`config.mk`:
```
export PLATFORM = sky130hd
export DESIGN_NAME = uart_tx_arbiter
export DESIGN_NICKNAME = d
export VERILOG_FILES = /design/src/rtl/uart_tx_arbiter_pkg.sv /design/src/rtl/arb_idle_timer.sv /design/src/rtl/uart_tx_arbiter.sv
export SDC_FILE = /design/constraint.sdc
export NUM_CORES = 1
export LEC_CHECK = 0
export CORE_AREA = 4 4 43 45
export DETAILED_ROUTE_END_ITERATION = 7
export DIE_AREA = 0 0 47 49
export PLACE_DENSITY = 0.75
export SLEW_MARGIN = 20
export SYNTH_ARGS = -nofsm -noshare
export SYNTH_HDL_FRONTEND = slang
export SYNTH_SLANG_ARGS = --single-unit
```
`constraint.sdc`:
```
create_clock -name clk -period 1.2 [get_ports clk]
set_input_delay 0.18 -clock clk [delete_from_list [all_inputs] [get_ports clk]]
set_output_delay 0.18 -clock clk [all_outputs]
set_load 0.03 [all_outputs]
```
`src/rtl/uart_tx_arbiter_pkg.sv`:
```
// Shared definitions for the UART TX arbiter: FSM state encodings, requester indices,
// the default byte width and the owner-selection helper.
package uart_tx_arbiter_pkg;

    typedef enum logic {
        ARB_IDLE = 1'b0,
        ARB_LOCK = 1'b1
    } arb_state_t;

    localparam logic REQ0     = 1'b0;
    localparam logic REQ1     = 1'b1;
    localparam int   DBIT_DEF = 8;

    // A lone requester wins outright; on contention the round-robin pointer decides.
    function automatic logic pick_owner(input logic v0, input logic v1, input logic rr_ptr);
        if (v0 && v1)
            return rr_ptr;
        else if (v1)
            return REQ1;
        else
            return REQ0;
    endfunction

endpackage

```
`src/rtl/arb_idle_timer.sv`:
```
// Idle-owner timer for uart_tx_arbiter: counts stalled-owner cycles and flags the terminal count.
// Compiled only when ARB_TIMEOUT_EN is defined.
`ifdef ARB_TIMEOUT_EN
module arb_idle_timer #(
    parameter int TIMEOUT_CYC = 1024,
    parameter int TCNT_W      = 10
) (
    input  logic clk,
    input  logic reset_n,
    input  logic clear,
    input  logic tick,
    output logic expire
);

    localparam logic [TCNT_W-1:0] TERM_CNT = TCNT_W'(TIMEOUT_CYC - 1);

    logic [TCNT_W-1:0] cnt;

    assign expire = tick && (cnt == TERM_CNT);

    always_ff @(posedge clk or negedge reset_n) begin
        if (!reset_n)
            cnt <= '0;
        else if (clear || expire)
            cnt <= '0;
        else if (tick)
            cnt <= cnt + 1'b1;
    end

endmodule
`endif

```
`src/rtl/uart_tx_arbiter.sv`:
```
// Packet-granular round-robin arbiter sharing one UART TX FIFO write port between two requesters.
// Define ARB_TIMEOUT_EN to force release of an owner that stays idle for TIMEOUT_CYC cycles.
module uart_tx_arbiter
    import uart_tx_arbiter_pkg::*;
#(
    parameter int DBIT        = DBIT_DEF,
    parameter int TIMEOUT_CYC = 1024,
    parameter int TCNT_W      = 10
) (
    input  logic            clk,
    input  logic            reset_n,
    input  logic            req0_valid,
    input  logic [DBIT-1:0] req0_data,
    input  logic            req0_last,
    output logic            req0_ready,
    input  logic            req1_valid,
    input  logic [DBIT-1:0] req1_data,
    input  logic            req1_last,
    output logic            req1_ready,
    input  logic            tx_full,
    output logic            wr_uart,
    output logic [DBIT-1:0] w_data,
    output logic [1:0]      grant,
    output logic            busy,
    output logic            timeout_evt
);

    if ((1 << TCNT_W) < TIMEOUT_CYC) begin : g_cfg_err
        $error("TCNT_W too narrow to reach TIMEOUT_CYC");
    end

    arb_state_t      state;
    logic            own;
    logic            rr_ptr;
    logic            own_valid;
    logic            own_last;
    logic [DBIT-1:0] own_data;
    logic            xfer;
    logic            expire;

    assign own_valid = own ? req1_valid : req0_valid;
    assign own_last  = own ? req1_last  : req0_last;
    assign own_data  = own ? req1_data  : req0_data;

    // A byte moves only while locked, the owner offers one and the FIFO has room.
    assign xfer       = (state == ARB_LOCK) && own_valid && !tx_full;
    assign wr_uart    = xfer;
    assign req0_ready = xfer && (own == REQ0);
    assign req1_ready = xfer && (own == REQ1);
    assign w_data     = (state == ARB_LOCK) ? own_data : '0;

    assign busy  = (state == ARB_LOCK);
    assign grant = (state != ARB_LOCK) ? 2'b00 : (own ? 2'b10 : 2'b01);

`ifdef ARB_TIMEOUT_EN
    logic timeout_q;

    // Stalls on tx_full keep the owner valid, so only a silent owner advances the timer.
    arb_idle_timer #(
        .TIMEOUT_CYC (TIMEOUT_CYC),
        .TCNT_W      (TCNT_W)
    ) u_idle_timer (
        .clk     (clk),
        .reset_n (reset_n),
        .clear   ((state != ARB_LOCK) || xfer),
        .tick    ((state == ARB_LOCK) && !own_valid),
        .expire  (expire)
    );

    assign timeout_evt = timeout_q;
`else
    assign expire      = 1'b0;
    assign timeout_evt = 1'b0;
`endif

    always_ff @(posedge clk or negedge reset_n) begin
        if (!reset_n) begin
            state  <= ARB_IDLE;
            own    <= REQ0;
            rr_ptr <= REQ0;
`ifdef ARB_TIMEOUT_EN
            timeout_q <= 1'b0;
`endif
        end else begin
`ifdef ARB_TIMEOUT_EN
            timeout_q <= 1'b0;
`endif
            case (state)
                ARB_IDLE: begin
                    if (req0_valid || req1_valid) begin
                        state <= ARB_LOCK;
                        own   <= pick_owner(req0_valid, req1_valid, rr_ptr);
                    end
                end
                ARB_LOCK: begin
                    // The requester just served drops to low priority for the next contention.
                    if (xfer && own_last) begin
                        state  <= ARB_IDLE;
                        rr_ptr <= ~own;
                    end else if (expire) begin
                        state  <= ARB_IDLE;
                        rr_ptr <= ~own;
`ifdef ARB_TIMEOUT_EN
                        timeout_q <= 1'b1;
`endif
                    end
                end
                default: state <= ARB_IDLE;
            endcase
        end
    end

endmodule

```
Word level (Yosys, flattened, before mapping)

Index checks and enable logic that the tools add are counted.

Mux-type cells: 11
Bitwise logic cells: 2
Reduce and logical (&&, ||, !) cells: 10

Operator list:

| cell                            | number |
|---|---|
| 2-to-1 mux 8 bit                | 2 |
| logical AND 1 bit               | 6 |
| 2-to-1 mux 1 bit                | 6 |
| 2-to-1 mux 2 bit                | 2 |
| AND reduction 2 bit             | 2 |
| inverter 1 bit                  | 2 |
| case mux 1 bit (2 select lines) | 1 |
| zero test 1 bit                 | 1 |
| logical OR 1 bit                | 1 |

Bits in registers: 3
Input port bits: 23
Output and inout port bits: 15
Word-level logic and storage cells: 26

Depth between registers and ports, before layout

Word-level depth: 6
Depth in mapped cells: 4
Gate-level depth less buffers: 3

Worst setup path after synthesis

OpenSTA, ideal clock, no wires.

Kind: register to output
Start point: reg state (netlist: busy)
End point: out req0_ready
Arrival: 1481 ps
Data required time: 1020 ps
Slack: -461 ps
Stages on the path, launching flop included: 4
Buffers on the path: 0
Cell sequence: dfrtp_1 -> inv_1 -> or3_4 -> nor2_1

Longest elaborated chain between the ends: 3

Ends and longest elaborated chain:

| what                            | line                  | RTL |
|---|---|---|
| start, declared                 | uart_tx_arbiter.sv:32 | `arb_state_t state;` |
| start signal, assigned          | uart_tx_arbiter.sv:78 | `state <= ARB_IDLE;` |
| start signal, assigned          | uart_tx_arbiter.sv:91 | `state <= ARB_LOCK;` |
| start signal, assigned          | uart_tx_arbiter.sv:98 | `state <= ARB_IDLE;` |
| logical AND 1 bit (2 in series) | uart_tx_arbiter.sv:46 | `assign xfer = (state == ARB_LOCK) && own_valid && !tx_full;` |
| logical AND 1 bit               | uart_tx_arbiter.sv:48 | `assign req0_ready = xfer && (own == REQ0);` |
| end, declared                   | uart_tx_arbiter.sv:15 | `output logic req0_ready,` |

Every way passes these cells.

Worst setup path in the final report

Start point: reg own
End point: out req0_ready

Longest elaborated chain between the ends: 4
Elaborated cells on any way between the ends: 5
Those cells by class: mux: 1; bitwise: 1; reduce/logical: 3

Ends and longest elaborated chain:

| what                            | line                  | RTL |
|---|---|---|
| start, declared                 | uart_tx_arbiter.sv:33 | `logic own;` |
| start signal, assigned          | uart_tx_arbiter.sv:92 | `own <= pick_owner(req0_valid, req1_valid, rr_ptr);` |
| 2-to-1 mux 1 bit                | uart_tx_arbiter.sv:41 | `assign own_valid = own ? req1_valid : req0_valid;` |
| logical AND 1 bit (2 in series) | uart_tx_arbiter.sv:46 |  |
| logical AND 1 bit *             | uart_tx_arbiter.sv:48 |  |

Mark *: on every way between the ends. The rest lies on a longest branch, timed or not.

==> summary by stage <==
Final layout
After the flow finishes, the layout carries non-filler instances totaling between 100 and 150. The total inserted antenna cells is 0. The final design area excluding fillers is approximately 960 sq um.

The net count reported at finish is between 100 and 150. Of the cells placed in the final design, the portion with a size suffix greater than 1 is 0.587. The library cell used most frequently in the layout, excluding fill and tap cells, is sky130_fd_sc_hd__clkdlybuf4s50_1. At the end of the flow the core is filled with cells to 0.655.

Leaving out fill and tap cells, the most frequent cells in the layout are sky130_fd_sc_hd__clkdlybuf4s50_1 (21), sky130_fd_sc_hd__buf_4 (15), sky130_fd_sc_hd__buf_6 (9). The layout overhead on the synthesized area is 204%.

Synthesis
The synthesized flop and latch total is 3. Counting every net in the synthesized netlist gives 65. For this run, the number of Yosys warnings is 0. In this run the cell area of the synthesized design comes to 317 sq um. Counting distinct cell types in the post-synthesis netlist gives 17. For this run, the register share of the synthesized area comes to 0.237.

In this run the mean area of a mapped cell was roughly 7.5 sq um. Synthesis handed over a netlist of 42 instances.

Detailed routing
For this run, design rule violations remaining after detail routing come to 0. Wires add up to 1510 microns. The starting DRC count in detailed routing is 1.

After detailed routing, the average wire length per cell comes to approximately 14 microns. The final route contains between 400 and 500 vias. After detailed routing, the number of vias per cell comes to between 4 and 5.

The detailed-router iteration count before antenna repair is 2. The remaining antenna violation count is 0.

Placed design
Including well taps, the total number of placed cells is 97. The congestion estimate from routability-driven global placement came to 0.700. Once placement finished, the instance area stood at roughly 760 sq um. The HPWL after detailed placement is 1030 microns. The total of buffers placed on input and output ports is 36.

Worst setup path
STA classifies the critical path endpoint as a primary output. The required arrival time at the worst endpoint is around 1.0 ns. At the worst endpoint, the arrival time is about 1.4 ns.

The peak fanout along the critical path is 4. Setup slack on the worst reg-to-reg path comes out at -0.24 ns. The nature of the critical path startpoint is a flop. The worst setup path is of the reg -> out kind.

Die
The width of the die is 47 microns. The number of placement rows is 14. The die covers 0.00230 sq mm.

The starting utilization of the core area is 0.215. The die is just under 50 microns tall. The total core area is about 0.0015 sq mm. The I/O pin total is 38.

Global routing
The number of global-route vias before repair came to 432. The first-pass GRT wire length is 1960 microns. The overall overflow remaining after global route is 0. The overall track demand over capacity in global routing is 0.118.

The initial antenna violation count was 0. Entering global routing, the biggest net connects 15 pins.

STA
Setup repair after global routing could not meet its margin everywhere. The final count of hold timing violations is 0. The final worst-path setup slack is -0.362 ns. Setup violations remaining at the end of the flow were counted as 15. The number of max-slew violations in the final report is 0.

The highest attainable clock frequency is roughly 640 MHz. In the finished design, the share of the clock period the worst path needs comes to 1.30. The worst-case clock skew is 0.00113 ns.

The final period demand of the worst path is roughly 1.6 ns.

Power and ir drop
The share of total power dissipated in the clock network is 0.078. The total power is between 2000 and 2500 uW. The share of total power dissipated in sequential elements is 0.082. The maximum ir drop on the vdd rail is about 1.2 mV. The reported net switching power is 1010 uW. The power per cell area is around 2300 mW/mm^2.

The internal power summed over all cells is between 1000 and 1500 uW. The leakage power summed over all cells is 0.000421 uW. The switching part of the total is 0.450.

The combinational power share is 0.841.

Clocking
The number of buffers inserted by hold repair at cts is 0. The later pin in the worst-skew pair is clocked with a latency of 0.23 ns. After clock tree synthesis, the clock-pin slew on the worst setup and hold paths is around 0.040 ns. The number of CTS-inserted buffers is 3. The CTS root buffer is sky130_fd_sc_hd__clkbuf_4.

The clock tree from TritonCTS is done. The sink count of the clock tree is 3. The level count of the clock H-tree is 1. The clock passes through at most 2 buffers.

Flow run
Across the run, the number of max-cap violations was 0.

Run status
The checks that failed: setup timing. The flow ran to the end, but the final reports show violations.

Min path
The tightest min-delay check is of the in -> async type.
worst max-delay path, cell delays in order (launching register included):
cell	delay, ns
sky130_fd_sc_hd__dfrtp_1	0.39
sky130_fd_sc_hd__mux2i_1	0.13
sky130_fd_sc_hd__or3_4	0.39
sky130_fd_sc_hd__nor2_4	0.11
sky130_fd_sc_hd__buf_6	0.13
path summary, 6_finish.rpt:
path	from	end	depth (start not counted)
worst min-delay path	reset_n	own	1
min in group clk	req1_valid	busy	3
worst max register to register	own	busy	5
max in group asynchronous	reset_n	busy	1
worst min register to register	rr_ptr	rr_ptr	2
worst max-delay path	own	req0_ready	4
synthesized netlist by cell type:
cell type	n	area, sq um
sky130_fd_sc_hd__o21ai_1	1	5.00
sky130_fd_sc_hd__conb_1	1	3.75
sky130_fd_sc_hd__dfrtp_1	3	75.1
sky130_fd_sc_hd__a31oi_1	1	6.26
sky130_fd_sc_hd__inv_1	3	11.3
sky130_fd_sc_hd__nor2_1	12	45.0
sky130_fd_sc_hd__nand2_1	2	7.51
sky130_fd_sc_hd__o41ai_1	1	8.76
sky130_fd_sc_hd__buf_4	2	15.0
sky130_fd_sc_hd__a21boi_0	1	7.51
sky130_fd_sc_hd__nand2b_1	1	6.26
sky130_fd_sc_hd__o32a_1	1	10.0
sky130_fd_sc_hd__buf_2	1	5.00
sky130_fd_sc_hd__a21oi_1	1	5.00
sky130_fd_sc_hd__clkbuf_1	1	3.75
sky130_fd_sc_hd__mux2i_1	9	90.1
sky130_fd_sc_hd__or3_4	1	11.3
per-layer routing:
layer	GRT usage	vias to the layer above	wire, microns
met5	0	-	0
met4	0.0691	0	16
met3	0.0148	2	58
met2	0.206	13	874
met1	0.126	221	556
li1	-	244	-
power groups by stage:
stage / logic, uW / registers [uW] / clock network (uW)
final: 1880 / 183 / 173
after detailed placement: 1410 / 176 / 0
after floorplan: 926 / 184 / 0
after global routing: 1980 / 184 / 205
after global placement: 1410 / 174 / 0
after CTS: 1540 / 175 / 186
state kept, by name, summed over array words and instances, names as in the netlist:
| name | count |
|---|---|
| own | 1 |
| rr_ptr | 1 |
| busy | 1 |
cell type report:
class	count	area, sq um
Clock buffer	4	26.3
Tap cell	16	20.0
Fill cell	125	508
Inverter	3	15.0
Multi-Input combinational cell	32	300
Timing Repair Buffer	50	526
Sequential cell	3	76.3
stage by stage:
step / setup slack, ns / setup TNS (ns) / hold slack [ns]
after global placement: -0.373 / -1.94 / 0.366
after CTS: -0.402 / -4.42 / 0.119
after global routing: -0.410 / -5.23 / 0.118
final: -0.362 / -4.46 / 0.128
after detailed placement: -0.415 / -2.13 / 0.371
after floorplan: -0.159 / -1.13 / -0.116
what timing repair did:
action                     in CTS  in global routing
resized for setup               8                 14
setup endpoints to repair      15                 15
gates cloned                    1                  1
pin swaps                       2                  1
buffers inserted                2                  3
cells by family after synthesis:
logic type	Yosys count	share of synthesized area
mux	9	0.285
other cells	1	0.0118
simple gates	16	0.221
buf+inv	7	0.111
flops	3	0.237
compound gates	6	0.134
(Power assumes the default switching activity.)
